**config.mk**
```make
export PLATFORM = sky130hd
export DESIGN_NAME = clock_display_scanner
export DESIGN_NICKNAME = d
export VERILOG_FILES = /design/src/rtl/clock_disp_pkg.sv /design/src/rtl/clock_display_scanner_bcd.sv /design/src/rtl/clock_display_scanner.sv
export SDC_FILE = /design/constraint.sdc
export NUM_CORES = 1
export LEC_CHECK = 0
export CORE_UTILIZATION = 50
export DETAILED_ROUTE_END_ITERATION = 10
export GPL_TIMING_DRIVEN = 0
export PLACE_DENSITY = 0.71
export REMOVE_ABC_BUFFERS = 1
export SYNTH_ARGS = -nofsm -noshare
export SYNTH_HDL_FRONTEND = slang
export SYNTH_SLANG_ARGS = --single-unit
```
**constraint.sdc**
```tcl
create_clock -name clk -period 5.3 [get_ports clk]
set_input_delay 0.53 -clock clk [delete_from_list [all_inputs] [get_ports clk]]
set_output_delay 0.53 -clock clk [all_outputs]
set_load 0.05 [all_outputs]
```
**src/rtl/clock_disp_pkg.sv**
```systemverilog
// clock_disp_pkg: seven-segment codes, digit indices and helpers shared by the clock display scanner
package clock_disp_pkg;
  typedef logic [1:0] dig_idx_t;
  localparam logic [6:0] SEG_BLANK = 7'h7F;
  localparam logic [6:0] SEG_DIGIT [0:9] = '{
    7'h40, 7'h79, 7'h24, 7'h30, 7'h19, 7'h12, 7'h02, 7'h78, 7'h00, 7'h10
  };
  localparam dig_idx_t DIG_MU = 2'd0;
  localparam dig_idx_t DIG_MT = 2'd1;
  localparam dig_idx_t DIG_HU = 2'd2;
  localparam dig_idx_t DIG_HT = 2'd3;
  localparam logic [3:0] AN_OFF = 4'hF;
  function automatic logic [6:0] seg_encode(input logic [3:0] d);
    return (d > 4'd9) ? SEG_BLANK : SEG_DIGIT[d];
  endfunction
  function automatic logic [3:0] an_select(input dig_idx_t idx);
    return ~(4'b0001 << idx);
  endfunction
endpackage

```
**src/rtl/clock_display_scanner_bcd.sv**
```systemverilog
// bin6_to_bcd2: combinational split of a 0..63 binary value into decimal tens and units
module bin6_to_bcd2 (
  input  logic [5:0] bin,
  output logic [3:0] tens,
  output logic [3:0] units
);
  assign tens  = 4'(bin / 6'd10);
  assign units = 4'(bin % 6'd10);
endmodule

```
**src/rtl/clock_display_scanner.sv**
```systemverilog
// clock_display_scanner: HH:MM multiplexing onto a 4-digit common-anode display; CLOCK_DISP_BLINK_EN adds edit blink
module clock_display_scanner
  import clock_disp_pkg::*;
#(
  parameter int CLK_HZ   = 100_000_000,
  parameter int SCAN_HZ  = 1_000,
  parameter int LZ_BLANK = 1,
  parameter int BLINK_HZ = 2
) (
  input  logic       clk,
  input  logic       rst,
  input  logic [5:0] hours,
  input  logic [5:0] minutes,
  input  logic       sec_pulse,
  input  logic [1:0] edit_sel,
  output logic [6:0] seg,
  output logic       dp,
  output logic [3:0] an
);
  localparam int SCAN_DIV = CLK_HZ / SCAN_HZ;
  localparam int PW = $clog2(SCAN_DIV);
  if (SCAN_DIV < 2 || BLINK_HZ < 1) begin : g_cfg_check
    $error("clock_display_scanner: SCAN_DIV must be >= 2 and BLINK_HZ >= 1");
  end
  logic [PW-1:0] presc_q, presc_d;
  dig_idx_t idx_q, idx_d;
  logic blank_q, blank_d;
  logic [5:0] snap_h_q, snap_h_d, snap_m_q, snap_m_d;
  logic colon_q, colon_d;
  logic [6:0] code_q, code_d, seg_q, seg_d;
  logic [3:0] an_q, an_d;
  logic dp_q, dp_d;
  logic tc, latch, lz_hit, edit_mask;
  logic [3:0] h_tens, h_units, m_tens, m_units, digit;
  bin6_to_bcd2 u_bcd_h (.bin(snap_h_d), .tens(h_tens), .units(h_units));
  bin6_to_bcd2 u_bcd_m (.bin(snap_m_d), .tens(m_tens), .units(m_units));
  // Scan timing: prescaler, digit index, frame snapshot and colon toggle
  always_comb begin
    tc       = presc_q == PW'(SCAN_DIV - 1);
    presc_d  = tc ? '0 : presc_q + PW'(1);
    idx_d    = tc ? (blank_q ? DIG_MU : idx_q + 2'd1) : idx_q;
    blank_d  = blank_q & ~tc;
    latch    = tc & (blank_q | (idx_q == DIG_HT));
    snap_h_d = latch ? hours : snap_h_q;
    snap_m_d = latch ? minutes : snap_m_q;
    colon_d  = colon_q ^ sec_pulse;
  end
  // Output image for the digit being entered; the new snapshot is used directly on a latching TC
  always_comb begin
    digit  = (idx_d == DIG_MU) ? m_units : (idx_d == DIG_MT) ? m_tens : (idx_d == DIG_HU) ? h_units : h_tens;
    lz_hit = (LZ_BLANK != 0) && (idx_d == DIG_HT) && (h_tens == 4'd0);
    code_d = tc ? (lz_hit ? SEG_BLANK : seg_encode(digit)) : code_q;
    an_d   = tc ? an_select(idx_d) : an_q;
    dp_d   = tc ? ((idx_d == DIG_HU) ? ~colon_d : 1'b1) : dp_q;
    seg_d  = edit_mask ? SEG_BLANK : code_d;
  end
`ifdef CLOCK_DISP_BLINK_EN
  localparam int BLINK_DIV = CLK_HZ / (2 * BLINK_HZ);
  localparam int BW = $clog2(BLINK_DIV + 1);
  logic [BW-1:0] blink_cnt_q, blink_cnt_d;
  logic phase_q, phase_d, blink_wrap;
  // Blink phase generator and live edit-field mask
  always_comb begin
    blink_wrap  = blink_cnt_q == BW'(BLINK_DIV - 1);
    blink_cnt_d = blink_wrap ? '0 : blink_cnt_q + BW'(1);
    phase_d     = phase_q ^ blink_wrap;
    edit_mask   = ~phase_d & (idx_d[1] ? edit_sel[1] : edit_sel[0]);
  end
  // Blink state registers; phase restarts in the visible half
  always_ff @(posedge clk) begin
    if (rst) begin
      blink_cnt_q <= '0;
      phase_q     <= 1'b1;
    end else begin
      blink_cnt_q <= blink_cnt_d;
      phase_q     <= phase_d;
    end
  end
`else
  logic unused_edit;
  assign edit_mask   = 1'b0;
  assign unused_edit = ^edit_sel;
`endif
  // State and registered display outputs
  always_ff @(posedge clk) begin
    if (rst) begin
      presc_q  <= '0;
      idx_q    <= DIG_MU;
      blank_q  <= 1'b1;
      snap_h_q <= '0;
      snap_m_q <= '0;
      colon_q  <= 1'b0;
      code_q   <= SEG_BLANK;
      seg_q    <= SEG_BLANK;
      an_q     <= AN_OFF;
      dp_q     <= 1'b1;
    end else begin
      presc_q  <= presc_d;
      idx_q    <= idx_d;
      blank_q  <= blank_d;
      snap_h_q <= snap_h_d;
      snap_m_q <= snap_m_d;
      colon_q  <= colon_d;
      code_q   <= code_d;
      seg_q    <= seg_d;
      an_q     <= an_d;
      dp_q     <= dp_d;
    end
  end
  assign seg = seg_q;
  assign an  = an_q;
  assign dp  = dp_q;
endmodule
```
# Word-level counts from Yosys, hierarchy flattened
# Memories as Yosys holds them, arrays and structs flattened.
# Index checks and enable logic that the tools add are counted.
[totals]
regBits = 45
romBits = 112
elab_cells = 48
mem_count = 1
[mem_list]
columns = ["name", "words", "width", "read_ports", "rd_clocked_by_memory_dff", "wr", "line", "text"]
rows = [
  ["(name not given)", 16, 7, 1, 0, 0, "clock_disp_pkg.sv:14", "return (d > 4'd9) ? SEG_BLANK : SEG_DIGIT[d];"],
]
[classes]
addsub = 2
div = 4
magnitude_cmp = 2
eq_ne = 5
shift = 1
muxes = 12
bitwise_logic = 8
n_reduce_logical = 4
[ops]
columns = ["cell", "n"]
rows = [
  ["7-bit 2-to-1 mux", 4],
  ["17-bit by 1-bit adder with 17-bit output, second input constant", 1],
  ["17-bit equality test, second input constant", 1],
  ["6-bit by 4-bit divider with 6-bit output, second input constant", 2],
  ["6-bit by 4-bit remainder unit with 6-bit output, second input constant", 2],
  ["4-bit 2-to-1 mux", 3],
  ["6-bit 2-to-1 mux", 2],
  ["2-bit equality test, second input constant", 3],
  ["5-bit >= comparator, second input constant", 1],
  ["4-bit NOT with 5-bit output", 1],
  ["4-bit > comparator, second input constant", 1],
  ["4-bit logical NOT", 1],
  ["2-bit 2-to-1 mux", 2],
  ["4-bit NOT", 1],
  ["1-bit by 2-bit << shifter with 4-bit output, first input constant", 1],
  ["2-bit by 1-bit adder with 2-bit output, second input constant", 1],
  ["1-bit bitwise AND", 2],
  ["2-bit by 1-bit equality test with 1-bit output, second input constant", 1],
  ["2-bit logical NOT", 1],
  ["1-bit NOT", 2],
  ["2-bit OR reduction", 1],
  ["1-bit logical AND", 1],
  ["1-bit 2-to-1 mux", 1],
  ["1-bit OR", 1],
  ["1-bit XOR", 1],
]

# Logic depth before layout (Yosys ltp)
# Gate-level depths: netlist of run 1.
[depth]
depth_word = 14
mapped_depth = 25
mapped_depth_nobuf = 22

# Hierarchy
# Synthesis of run 1 repeated with hierarchy kept, for this count alone.
[hier_totals]
cells_unflattened = 361
area_unflattened_um2 = 3001.6
[modules_own_cells]
columns = ["module", "n_inst", "cells_each", "area_per_inst_um2", "seq_area_each_um2"]
rows = [
  ["clock_display_scanner", 1, 255, 2308.5, 900.9],
  ["bin6_to_bcd2", 2, 53, 346.6, 0.0],
]

# Least setup slack after synthesis of run 1
# No wires, ideal clock.
[synth_timing]
path_kind = "register -> register"
startpoint = "register presc_q[0]"
endpoint = "register seg_q[4], in the netlist seg[4]"
setup_ps = 95
arrival_ps = 4592
required_ps = 5205
slack_ps = 612
path_stages_with_launch = 23
n_path_buf = 3
synth_period_minus_slack_ps = 4688
path_cell_list = "dfxtp_1 ha_1 and4_1 buf_2 nand4_4 nor2_4 buf_4 clkbuf_1 o21ai_0 ha_1 a2111oi_0 a21oi_1 a21oi_2 mux2i_1 or2_1 mux2i_1 o21ai_0 inv_1 ha_1 or2_2 nor2_2 nor3_1 a221oi_1"
[synth_via]
word_cells_on_any_way = 25
cone_classes = "div: 4; order compare: 1; eq/ne: 4; mux: 10; bitwise: 2; reduce/logical: 3; memory: 1"
[synth_rtl]
columns = ["item", "line", "text"]
rows = [
  ["from (decl)", "clock_display_scanner.sv:25", "logic [PW-1:0] presc_q, presc_d;"],
  ["from (signal assigned)", "clock_display_scanner.sv:98", "presc_q <= presc_d;"],
  ["17-bit equality test *", "clock_display_scanner.sv:39", "tc = presc_q == PW'(SCAN_DIV - 1);"],
  ["1-bit bitwise AND *", "clock_display_scanner.sv:43", "latch = tc & (blank_q | (idx_q == DIG_HT));"],
  ["6-bit 2-to-1 mux *", "clock_display_scanner.sv:45", "snap_m_d = latch ? minutes : snap_m_q;"],
  ["via snap_m_d[3]", "clock_display_scanner.sv:28", "logic [5:0] snap_h_q, snap_h_d, snap_m_q, snap_m_d;"],
  ["6-bit by 4-bit divider with 6-bit output", "clock_display_scanner_bcd.sv:7", "assign tens = 4'(bin / 6'd10);"],
  ["4-bit 2-to-1 mux", "clock_display_scanner.sv:50", "digit = (idx_d == DIG_MU) ? m_units : (idx_d == DIG_MT) ? m_tens : (idx_d == DIG_HU) ? h_units : h_tens;"],
  ["4-bit 2-to-1 mux *", "clock_display_scanner.sv:50", ""],
  ["4-bit NOT with 5-bit output (implied by the code)", "clock_disp_pkg.sv:14", ""],
  ["memory read 16 x 7 bit", "--", ""],
  ["7-bit 2-to-1 mux (implied by the code) (2 in a row)", "clock_disp_pkg.sv:14", ""],
  ["7-bit 2-to-1 mux *", "clock_disp_pkg.sv:14", ""],
  ["7-bit 2-to-1 mux *", "clock_display_scanner.sv:52", "code_d = tc ? (lz_hit ? SEG_BLANK : seg_encode(digit)) : code_q;"],
  ["to (signal assigned)", "clock_display_scanner.sv:105", "seg_q <= seg_d;"],
  ["to (decl)", "clock_display_scanner.sv:30", "logic [6:0] code_q, code_d, seg_q, seg_d;"],
]
# Mark *: on every way through the listed nets, which the timed path passes. The rest lies on a longest branch. The select of a mux whose other input is x is not followed.
# A chain may end at the register's enable or synchronous reset.

# Worst setup path after layout of run 1
[layout_timing]
startpoint = "register presc_q[0]"
endpoint = "register seg_q[3], in the netlist seg[3]"
[layout_via]
elab_chain_cells = 13
word_cells_on_any_way = 25
cone_classes = "div: 4; order compare: 1; eq/ne: 4; mux: 10; bitwise: 2; reduce/logical: 3; memory: 1"
[layout_lines]
columns = ["item", "line", "text"]
rows = [
  ["17-bit equality test *", "clock_display_scanner.sv:39", ""],
  ["1-bit bitwise AND", "clock_display_scanner.sv:43", ""],
  ["6-bit 2-to-1 mux", "clock_display_scanner.sv:44", "snap_h_d = latch ? hours : snap_h_q;"],
  ["6-bit by 4-bit divider with 6-bit output / 6-bit by 4-bit remainder unit with 6-bit output (equally long branches)", "clock_display_scanner_bcd.sv:7, clock_display_scanner_bcd.sv:8", ""],
  ["4-bit 2-to-1 mux (3 in a row)", "clock_display_scanner.sv:50", ""],
  ["4-bit NOT with 5-bit output (implied by the code)", "clock_disp_pkg.sv:14", ""],
  ["memory read 16 x 7 bit", "--", ""],
  ["7-bit 2-to-1 mux (implied by the code) (2 in a row)", "clock_disp_pkg.sv:14", ""],
  ["7-bit 2-to-1 mux", "clock_disp_pkg.sv:14", ""],
  ["7-bit 2-to-1 mux", "clock_display_scanner.sv:52", ""],
]
# Every way passes the cells marked *; elsewhere a longest branch is shown, timed or not. The select of a mux whose other input is x is not followed.

==> summary.md, run 1 <==
* 14.6 um — routed wirelength normalized by instance count
* 11800 um — global-route wire length before repair
* 0.43 ns — Crit path largest cell delay
* 5.01 ns — minimum period implied by the final worst setup slack
* 1 — cell count of the worst hold path
* 392 — synthesized instance count
* 163 nW/um2 — power density relative to cell area
* seg[3]$_SDFFE_PP1N_ — worst reg2reg endpoint
* 0.29 ns — flop2flop setup slack
* 25 — pin count of the biggest net entering global routing
* 8.04 um2 — average size of a mapped cell
* 0.08 ns — clock input transition at the sequential cells of the worst setup and hold paths
* 5 — number of buffers inserted during clock tree synthesis
* 0 — post-route ant nets
* 46 x sky130_fd_sc_hd__nor2_1, 45 x sky130_fd_sc_hd__dfxtp_1, 30 x sky130_fd_sc_hd__nand2_1 — highest-count cells in the layout ignoring fill and taps
* 2 — clk buf depth
* 0.238 — switching fraction of total power
* 0.063 — portion of total power attributed to combinational logic
* 0 — number of antenna violations at the first check in global routing
* 7190 um — WL final
* 0.00138 uW — Static Leakage
* 0 — Inserted Diodes
* 5.21 ns — data arrival time of the worst path
* 29 — Boundary Pins
* 0 — number of enable flip-flop cells after synthesis
* 0.00694 ns — post-route clock skew
* reg -> reg — min-delay worst type
* sky130_fd_sc_hd__nor2_1 — most common cell after layout, fill and taps aside
* 241 — initial drt markers
* 0.124 — share of cells above drive strength 1
* 77 — Unique masters post-synth
* sky130_fd_sc_hd__dfxtp_1 — main flop type after synthesis
* 2614 — number of global-route vias before repair
* sky130_fd_sc_hd__a222oi_1 — slowest cell on the critical path
* 6.01 — post-detailed-route via-to-cell ratio
* an[0]$_SDFFE_PP1N_ — hold path start
* 21 — highest net fanout along the worst path
* 45 — total clock sinks
* 0.885 — Routability Congestion
* 0.946 — period utilisation layout
* 0.30 ns — clock latency on the worst-skew pair
* 3150 um2 — post-synth design cell area
* 6620 um2 — area of the die
* 0.897 ns — Worst-Margin Slew
* built — TritonCTS clock tree
* 448 — nets@finish
* 0 — Max-cap violations
* 3290 um — met2 wire length
* 0 — Final setup viols
* 0.000127 V — peak supply drop
* 0.526 — effective utilization at floorplan
* 0.358 — clock power share
* 28 — count of standard-cell rows
* 15.3% — area growth from synthesis to final layout
* 81.4 um — Die X-Extent
* 45 — Synth Register Bits
* 4860 um — detailed placer's ending HPWL
* flip-flop — Critical Path Sink Type
* 0.199 GHz — Highest Clock Rate
* met4 — top metal layer carrying routed signals
* 3390 um2 — placed inst area
* presc_q[0]$_SDFF_PP0_ — launching point of the worst reg2reg path
* 0 — number of warnings reported in the yosys synthesis log
* an[0]$_SDFFE_PP1N_ — worst min-delay path endpoint
* 2 — H-Tree Depth
* ha_2, and4_4, and4_4, nand2_8, mux2_2, inv_1, ha_1, or3b_1, a31oi_1, a2111oi_0, a21oi_1, a21oi_2, buf_4, xnor2_1, ha_1, and3_1, a222oi_1, and3_4, nor2_2, a311o_1, o22a_1 — series of cell instances along the critical path
* finished clean — run status
* 5990 um2 — core region area
* 451 uW — Internal Pwr Total
* 0.286 — share of synthesized area occupied by flip-flops and latches
* 0.402 — worst relative slew slack
* 0 — final hold violation count
* 0 — Slew Viols, Final
* flip-flop — critical path startpoint category
* reg -> reg — startpoint-to-endpoint class of the critical path
* 3490 um — sum of routed wire segments on met1
* 0 — gr ovfl total
* 21 — number of cells on the worst reg-to-reg path
* 3630 um2 — post-route design area
* 5.49 ns — required time at the worst-slack endpoint
* 0.226 — Overall Global Routing Usage
* 141 uW — net switching component of the power
* -0.256 ns — post-place setup slack
* 2964 — via count
* 4 — length of the first detailed-routing pass in iterations
* 318 um — met3 WL
* 0 — post-route DRC violation count
* 0.579 — sequential share of power
* 81.4 um — Vert. Die Dim
* 0.287 ns — crit path setup slack, layout
* 26 — quantity of I/O buffers inserted on ports
* sky130_fd_sc_hd__clkbuf_8 — root buffer selected by CTS
* 0 — Post-synth ARST share
* 548 — filler cell count in the final layout
sequential cells by signal, indices dropped and copies added (netlist names), 2 cells and up:
register  cells
an            4
idx_q         2
presc_q      17
seg           7
snap_h_q      6
snap_m_q      6
routing by layer:
metal / track usage / up-vias
li1: - / 1471
met1: 0.302 / 1399
met2: 0.370 / 83
met3: 0.0371 / 11
met4: 0.0714 / 0
met5: 0 / -
cells by family (layout without fill, tap and decap cells):
logic type | after synthesis | after routing | synth area share
flops | 45 | 45 | 0.286
xor+xnor | 15 | 15 | 0.0417
mux | 19 | 19 | 0.0651
simple gates | 153 | 155 | 0.268
buf+inv | 41 | 65 | 0.0560
fa+ha+maj | 15 | 15 | 0.0588
compound gates | 104 | 104 | 0.225
worst max-delay path, delay by kind of cell, from the launching register on:
family / cells / cell delay [ns]
flops: 1 / 0.39
mux: 1 / 0.36
simple gates: 7 / 1.65
fa+ha+maj: 3 / 0.59
compound gates: 7 / 1.52
xor+xnor: 1 / 0.14
buf+inv: 2 / 0.27
through the flow:
stage               hold slack, ns  TNS [ns]  total power, uW  std cells   util
floorplan                    0.426         0              365        368      -
global placement             0.441    -0.993              387        469  0.566
detailed placement           0.453     -1.09              387        469  0.566
CTS                          0.474         0              599        478  0.582
global route                 0.507   -0.0150              622        493  0.607
finish                       0.479         0              592        493  0.607
worst max-delay path by stage:
stage	start	endpoint	slack [ns]
finish	presc_q[0]$_SDFF_PP0_	seg[3]$_SDFFE_PP1N_	0.29
global route	presc_q[0]$_SDFF_PP0_	seg[4]$_SDFFE_PP1N_	-0.01
CTS	presc_q[0]$_SDFF_PP0_	seg[4]$_SDFFE_PP1N_	0.01
detailed placement	presc_q[0]$_SDFF_PP0_	seg[4]$_SDFFE_PP1N_	-0.26
global placement	presc_q[0]$_SDFF_PP0_	seg[4]$_SDFFE_PP1N_	-0.27
floorplan	presc_q[0]$_SDFF_PP0_	seg[4]$_SDFFE_PP1N_	0.51
power by group through the flow:
stage	registers, uW	clock network, uW	logic [uW]
4_1_cts	343	219	37.2
2_1_floorplan	350	0	14.8
3_3_place_gp	350	0	36.6
6_report	343	212	37.3
5_1_grt	343	236	42.2
3_5_place_dp	350	0	36.9
final cells by class:
cell class	count	area (um2)	area share
Tap cell	75	93.8	0.0258
Clock buffer	7	76.3	0.0210
Multi-Input combinational cell	308	2130	0.585
Inverter	17	63.8	0.0176
Timing Repair Buffer	40	365	0.101
Sequential cell	45	901	0.248
Clock inverter	1	7.51	0.00207
timing repair:
action,4_1_cts,5_1_grt
resized for setup,2,8
cloned,1,1
pin swaps,1,3
endpoints found under the setup margin,6,7
setup buffers,0,14
hold buffers,0,0
Yosys cell counts, drive strengths merged, types with 3 or more instances:
cell type,count,share of area
nand2b,7,0.014
nor4b,3,0.013
a31oi,9,0.022
mux2,6,0.023
xor2,11,0.031
clkbuf,17,0.020
nor3b,4,0.0095
nor2b,5,0.0099
o21ai,29,0.047
ha,14,0.056
or2,4,0.0079
or3,5,0.0099
o22a,4,0.011
inv,17,0.020
mux2i,13,0.042
a21oi,26,0.044
dfxtp,45,0.29
buf,7,0.015
o22ai,4,0.0099
nand2,31,0.038
nor2,48,0.060
o21bai,3,0.0071
a221oi,4,0.015
xnor2,4,0.011
nand3,11,0.017
nor3,8,0.013
o21a,4,0.0095
and3,5,0.012
nand4,6,0.017
Power figures use the tool's default switching activity.
==> inputs of run 2 (changes only) <==
Settings changed: ABC_CLOCK_PERIOD_IN_PS set to 5300.
==> results of run 2 <==
No change in the layout: final DEF, timing and power equal those of run 1.
==> inputs of run 3 (changes only) <==
Settings changed: CTS_CLUSTER_DIAMETER set to 30.
==> results of run 3 <==
No change in the layout: final DEF, timing and power equal those of run 1.
